## config.mk

```make
export PLATFORM = sky130hd
export DESIGN_NAME = key_debounce
export DESIGN_NICKNAME = d
export VERILOG_FILES = /design/src/rtl/key_debounce.sv
export SDC_FILE = /design/constraint.sdc
export NUM_CORES = 1
export LEC_CHECK = 0
export CAP_MARGIN = 30
export CORE_ASPECT_RATIO = 0.5
export CORE_MARGIN = 1.5
export CORE_UTILIZATION = 50
export DETAILED_ROUTE_END_ITERATION = 7
export GPL_TIMING_DRIVEN = 0
export PLACE_DENSITY_LB_ADDON = 0.15
export SYNTH_ARGS = -nofsm -noshare
export SYNTH_HDL_FRONTEND = slang
export SYNTH_SLANG_ARGS = --single-unit
export TNS_END_PERCENT = 5
```

## constraint.sdc

```tcl
create_clock -name clk -period 3.5 [get_ports clk]
set_clock_uncertainty 0.1 [all_clocks]
set_input_delay 0.7 -clock clk [delete_from_list [all_inputs] [get_ports clk]]
set_output_delay 0.7 -clock clk [all_outputs]
set_load 0.03 [all_outputs]
```

## src/rtl/key_debounce.sv

```systemverilog
// Per-key two-flop synchronizer, bounce filter and press/release edge strobes
// for active-low push-buttons. Every key runs an independent, identical slice.
module key_debounce #(
    parameter int WIDTH         = 4,
    parameter int STABLE_CYCLES = 1000000,
    parameter int CNT_W         = 20
) (
    input  logic             clk,
    input  logic             reset,
    input  logic [WIDTH-1:0] key_n,
    output logic [WIDTH-1:0] pressed,
    output logic [WIDTH-1:0] press_pulse,
    output logic [WIDTH-1:0] release_pulse
);

    typedef enum logic [1:0] {
        IDLE         = 2'd0,
        PRESS_WAIT   = 2'd1,
        PRESSED      = 2'd2,
        RELEASE_WAIT = 2'd3
    } state_t;

    localparam logic [CNT_W-1:0] TERM = CNT_W'(STABLE_CYCLES - 1);

    // Synchronizer resets to the released level so no spurious press follows reset.
    logic [WIDTH-1:0] s1;
    logic [WIDTH-1:0] s2;

    always_ff @(posedge clk or posedge reset) begin
        if (reset) begin
            s1 <= '1;
            s2 <= '1;
        end else begin
            s1 <= key_n;
            s2 <= s1;
        end
    end

    for (genvar i = 0; i < WIDTH; i++) begin : g_key
        state_t           state_q;
        state_t           state_d;
        logic [CNT_W-1:0] cnt_q;
        logic [CNT_W-1:0] cnt_d;
        logic             pressed_q;
        logic             pressed_d;
        logic             press_q;
        logic             press_d;
        logic             release_q;
        logic             release_d;

        always_ff @(posedge clk or posedge reset) begin
            if (reset) begin
                state_q   <= IDLE;
                cnt_q     <= '0;
                pressed_q <= 1'b0;
                press_q   <= 1'b0;
                release_q <= 1'b0;
            end else begin
                state_q   <= state_d;
                cnt_q     <= cnt_d;
                pressed_q <= pressed_d;
                press_q   <= press_d;
                release_q <= release_d;
            end
        end

        // A reversal of s2 is tested before the terminal count, so it wins the race.
        always_comb begin
            state_d   = state_q;
            cnt_d     = cnt_q;
            pressed_d = pressed_q;
            press_d   = 1'b0;
            release_d = 1'b0;
            case (state_q)
                IDLE: begin
                    if (!s2[i]) begin
                        state_d = PRESS_WAIT;
                        cnt_d   = '0;
                    end
                end
                PRESS_WAIT: begin
                    if (s2[i]) begin
                        state_d = IDLE;
                        cnt_d   = '0;
                    end else if (cnt_q == TERM) begin
                        state_d   = PRESSED;
                        cnt_d     = '0;
                        pressed_d = 1'b1;
                        press_d   = 1'b1;
                    end else begin
                        cnt_d = cnt_q + 1'b1;
                    end
                end
                PRESSED: begin
                    if (s2[i]) begin
                        state_d = RELEASE_WAIT;
                        cnt_d   = '0;
                    end
                end
                RELEASE_WAIT: begin
                    if (!s2[i]) begin
                        state_d = PRESSED;
                        cnt_d   = '0;
                    end else if (cnt_q == TERM) begin
                        state_d   = IDLE;
                        cnt_d     = '0;
                        pressed_d = 1'b0;
                        release_d = 1'b1;
                    end else begin
                        cnt_d = cnt_q + 1'b1;
                    end
                end
                default: begin
                    state_d   = IDLE;
                    cnt_d     = '0;
                    pressed_d = 1'b0;
                end
            endcase
        end

        assign pressed[i]       = pressed_q;
        assign press_pulse[i]   = press_q;
        assign release_pulse[i] = release_q;
    end

endmodule

```

# [Yosys cells after proc, flatten, opt, wreduce, memory -nomap -nowiden]
# Cells that the tools add are included.
[classes] addsub=4 n_reduce_logical=20 mux=92 n_eq_ne=48
[ops] op="20-bit two-way mux" count=20
[ops] op="20-bit case mux with 4 select lines" count=4
[ops] op="20-bit by 1-bit adder with 20-bit output, second input constant" count=4
[ops] op="20-bit equality test, second input constant" count=4
[ops] op="2-bit two-way mux" count=24
[ops] op="2-bit != test, second input constant" count=24
[ops] op="1-bit two-way mux" count=36
[ops] op="2-bit case mux with 4 select lines" count=4
[ops] op="3-bit != test, second input constant" count=8
[ops] op="5-bit AND reduction" count=4
[ops] op="2-bit equality test, second input constant" count=8
[ops] op="4-bit AND reduction" count=4
[ops] op="2-bit by 1-bit equality test with 1-bit output, second input constant" count=4
[ops] op="2-bit logical NOT" count=4
[ops] op="1-bit case mux with 2 select lines" count=4
[ops] op="2-bit AND reduction" count=4
[ops] op="2-bit nonzero test" count=4
[word_totals] word_cells=186 regBits=108 input_bits=6 out_inout_bits=12

# [Depth between registers and ports, before layout]
[logic_depth] depth_word=4 depth_mapped=7 depth_no_buf=6

# [Worst setup path after synthesis]
# Ideal clock, no wire load.
[synth_timing] path_type="reg-to-reg" start="register g_key[2].cnt_q[15]" end="register g_key[2].cnt_q[3]" t_arrival_ps=1841 setup_time_ps=121 t_required_ps=3279 path_slack_ps=1438 synth_period_minus_slack_ps=2062 n_path_buf=2 stages_incl_launch_ff=7 cell_sequence="dfrtp_1 > buf_6 > or4_4 > nor4_4 > a21oi_2 > buf_6 > a22o_1"
[synth_via] elab_chain_len=4 word_cells_on_any_way=5 cone_classes="1 x eq/ne; 4 x mux"
[synth_lines] item="start, declared" line_no="42" text="logic [CNT_W-1:0] cnt_q;"
[synth_lines] item="start signal, assigned" line_no="60" text="cnt_q <= cnt_d;"
[synth_lines] item="20-bit equality test *" line_no="85, 104"
[synth_lines] item="20-bit two-way mux *" line_no="85, 104"
[synth_lines] item="20-bit two-way mux, on equally long branches" line_no="101, 82"
[synth_lines] item="20-bit case mux with 4 select lines *" line_no="74" text="case (state_q)"
# Mark *: on every way between the ends. The rest lies on a longest branch, timed or not.
# A chain may end at the register's enable or synchronous reset.

# [Worst setup path after layout]
[layout_timing] start="register g_key[1].cnt_q[0]" end="register g_key[1].cnt_q[9]"
[layout_via] elab_chain_len=4 word_cells_on_any_way=6 cone_classes="1 x add/sub; 1 x eq/ne; 4 x mux"
[layout_lines] item="start, declared" line_no="42"
[layout_lines] item="start signal, assigned" line_no="60"
[layout_lines] item="20-bit by 1-bit adder with 20-bit output or 20-bit equality test (tied branches)"
[layout_lines] item="20-bit two-way mux *" line_no="85, 104"
[layout_lines] item="20-bit two-way mux, on equally long branches" line_no="101, 82"
[layout_lines] item="20-bit case mux with 4 select lines *" line_no="74"
# Marked as above.

==> metrics.md <==
| Metric | Value |
|---|---|
| Switching portion of total power | 0.313 |
| Worst slack at placement | about 0.9 ns |
| I/O pins | 18 |
| Setup violations, final | 0 |
| Worst Max-Slew Pin Slew | 0.729 ns |
| CP Cell Sequence | ha_1 -> nand4_1 -> nor4_1 -> a21oi_2 -> clkbuf_1 -> a21oi_1 -> a31oi_1 |
| Final ANT Viol Nets | 0 |
| Delay-heaviest family, CP | simple AND/OR/NAND/NOR gates |
| Main synth FF type | dfrtp_1 |
| Count of different cell masters after synthesis | between 50 and 60 |
| CTS Hold Buffers Added | 0 |
| Port bufs | 17 |
| Nets | roughly 650 |
| Setup TNS | 0 ns |
| Mux contribution to synthesized area | 0.00891 |
| Slowest CP cell | nor4_1 |
| Post-synth ARST share | 1.00 |
| Max-slew headroom | 0.509 |
| Placed wire-length estimate | 7.96 mm |
| Total power | 2.98 mW |
| Worst-skew pair later-pin latency | 0.34 ns |
| TritonCTS buffer count | 9 |
| Pin count of the biggest net entering global routing | 38 |
| First-pass detailed-route iteration total | 5 |
| Area of the multi-input gates | ~2600 um^2 |
| Vias in the first global route | 4319 |
| DR iter-0 viols | approximately 330 |
| Slowest stage delay, CP | between 0.6 and 0.7 ns |
| Die ar. | 11900 um^2 |
| Worst VDD drop | 0.000340 V |
| Remaining global-route overflow | 0 |
| Max-slew violations | 0 |
| Final hold vios | 0 |
| Clock power share | 0.324 |
| Mapped Nets | ~610 |
| Core ar. | 11000 um^2 |
| WP data arrival | 2.72 ns |
| CP Max Fanout | 10 |
| Worst-path clk slew | 0.07 ns |
| CP endpoint kind | register |
| Cell-internal power | 2.05 mW |
| First-pass GRT wire length | 20.3 mm |
| Initial antenna violation count | 0 |
| Die Width | ~150 um |
| Final period util | 0.748 |
| P_sw | 934 uW |
| Core Util, Final | 0.575 |
| Crit path time final | 2.62 ns |
| # Max-Cap Violations | 0 |
| Worst EP required | 3.60 ns |
| RSZ-0062 raised after global routing | false |
| Hold depth | 0 |
| DRT Wirelength | 11.7 mm |
| Post-CTS Setup Repair Bufs | 0 |
| Post-synth EDFFs | 0 |
| Cell count along the critical path | 7 |
| CTS tree | yes |
| Logic pwr share | 0.207 |
| Adder-cell area share of the yosys netlist | 0.00891 |
| CTS resizes | 0 |
| Worst min path class | register to register |
| Die Span Y | ~78 um |
| Placed cell areas | 6030 um^2 |
| Most common library cell in the layout ignoring fill and taps | dfrtp_1 |
| Register bit total from synthesis | 108 |
| Syn_area_per_cell | 9.30 um^2 |
| Worst Path Buf+Inv | 1 |
| Seq pwr share | 0.469 |
| Total track usage | 0.212 |
| Pwr dens | 472 nW/um^2 |
| Post-synthesis xor/xnor area fraction | 0.0203 |
| Final worst-path setup slack | 0.882 ns |
| Post-route DRC | 0 |
| Final Cell Area | 6310 um^2 |
| Register Area | 2710 um^2 |
| Synthesized instance count | 604 |
| Clock sinks | 108 |
| CP startpoint kind | register |
| Register area share after synthesis | 0.483 |
| GP Congestion | 0.846 |
| Mapped cell area | 5620 um^2 |
| Vias/cell | between 5 and 6 |
| Largest family of logic cells by synthesized area | simple AND/OR/NAND/NOR gates |
| Compound-Gate Fraction of Synth Area | 0.184 |
| Post-Synth Simple-Gate Area | 0.244 |
| Vias post-DR | approximately 4500 |
| Area Overhead vs Synth | 12.4% |
| Starting Density | 0.511 |
| Most frequent cells in the layout | dfrtp_1 (100), nand2_1 (73), a31oi_1 (44), nand3_1 (40), a21oi_1 (39) |
| Placement Rows | 27 |
| Synth warn | 0 |
| Ant diodes | 0 |
| H-tree Lvls | 3 |
| Run status | completed |
| Register-to-Register Path Depth | 7 |
| Routed len/inst | around 15 um |
| Filler cell count | just over 900 |
| FMAX | 382 MHz |
| Root Buffer | clkbuf_16 |
| Leak pwr | roughly 2.6 nW |
| Kind of critical path | register to register |
| Layout cell share with drive strength beyond 1 | 0.108 |
| Clock Tree Buf Depth | 2 |
metrics by stage:
| step | hold WS (ns) | instances |
|---|---|---|
| 2_1_floorplan | 0.245 | 604 |
| 3_3_place_gp | 0.246 | 766 |
| 3_5_place_dp | 0.249 | 769 |
| 4_1_cts | 0.259 | 785 |
| 5_1_grt | 0.265 | 785 |
| 6_report | 0.258 | 785 |
flip-flops by register name, summed over array words and instances (netlist names), named ones only:
name             cells
g_key.press_q        4
g_key.pressed_q      4
g_key.cnt_q         80
s2                   4
g_key.release_q      4
s1                   4
g_key.state_q        4
logic make-up (layout without fill, tap and decap cells):
| kind of cell | Yosys count | after routing |
|---|---|---|
| AND/OR/NAND/NOR | 251 | 251 |
| AO/OA/AOI/OAI | 166 | 166 |
| flip-flops | 108 | 108 |
| buffers and inverters | 57 | 93 |
| XOR/XNOR | 13 | 13 |
| multiplexers | 5 | 5 |
| adder cells (fa/ha/maj) | 4 | 4 |
power groups by stage:
stage                     logic (mW)  clock network, mW  registers (mW)
after detailed placement       0.616                  0            1.42
after global routing           0.700               1.05            1.41
after CTS                      0.619               1.00            1.40
after global placement         0.595                  0            1.42
after floorplan                0.452                  0            1.40
final                          0.617              0.968            1.40
layer usage:
metal / up-vias / global-route usage / share of wire
met4: 0 / 0.0667 / 0.0083
met1: 2175 / 0.276 / 0.48
met2: 75 / 0.355 / 0.47
li1: 2287 / - / -
met5: - / 0 / 0
met3: 9 / 0.0497 / 0.036
synthesized netlist by cell type, drive strengths merged (8+ instances only):
cell type    n  area share
nand4       25       0.029
nand3       40       0.036
inv         23       0.015
and3        11       0.012
dfstp        8       0.037
and4        10       0.016
or3          9       0.010
nand2       73       0.049
buf         22       0.028
dfrtp      100        0.45
nor2        26       0.017
a31oi       44       0.049
o21ai       37       0.033
nor3        17       0.017
nand2b       9       0.010
a21oi       45       0.044
clkbuf      12      0.0080
path summary, 6_finish.rpt:
path | start | endpoint | slack [ns]
max reg2reg | g_key[1].cnt_q[0]$_DFFE_PP0P_ | g_key[1].cnt_q[9]$_DFFE_PP0P_ | 0.88
max in group asynchronous | reset | s2[0]$_DFF_PP1_ | 1.83
min reg2reg | s1[0]$_DFF_PP1_ | s2[0]$_DFF_PP1_ | 0.26
min in group asynchronous | reset | g_key[3].press_q$_DFF_PP0_ | 0.65
min | s1[0]$_DFF_PP1_ | s2[0]$_DFF_PP1_ | 0.26
max | g_key[1].cnt_q[0]$_DFFE_PP0P_ | g_key[1].cnt_q[9]$_DFFE_PP0P_ | 0.88
layout make-up:
class | count | area share
flip-flops and latches | 108 | 0.430
plain buffers | 34 | 0.0319
well taps | 145 | 0.0287
clock buffers | 13 | 0.0412
inverters | 23 | 0.0143
repair buffers | 20 | 0.0365
clock inverters | 3 | 0.00357
multi-input cells | 439 | 0.414
No activity file was read; power rests on OpenSTA's default activity.
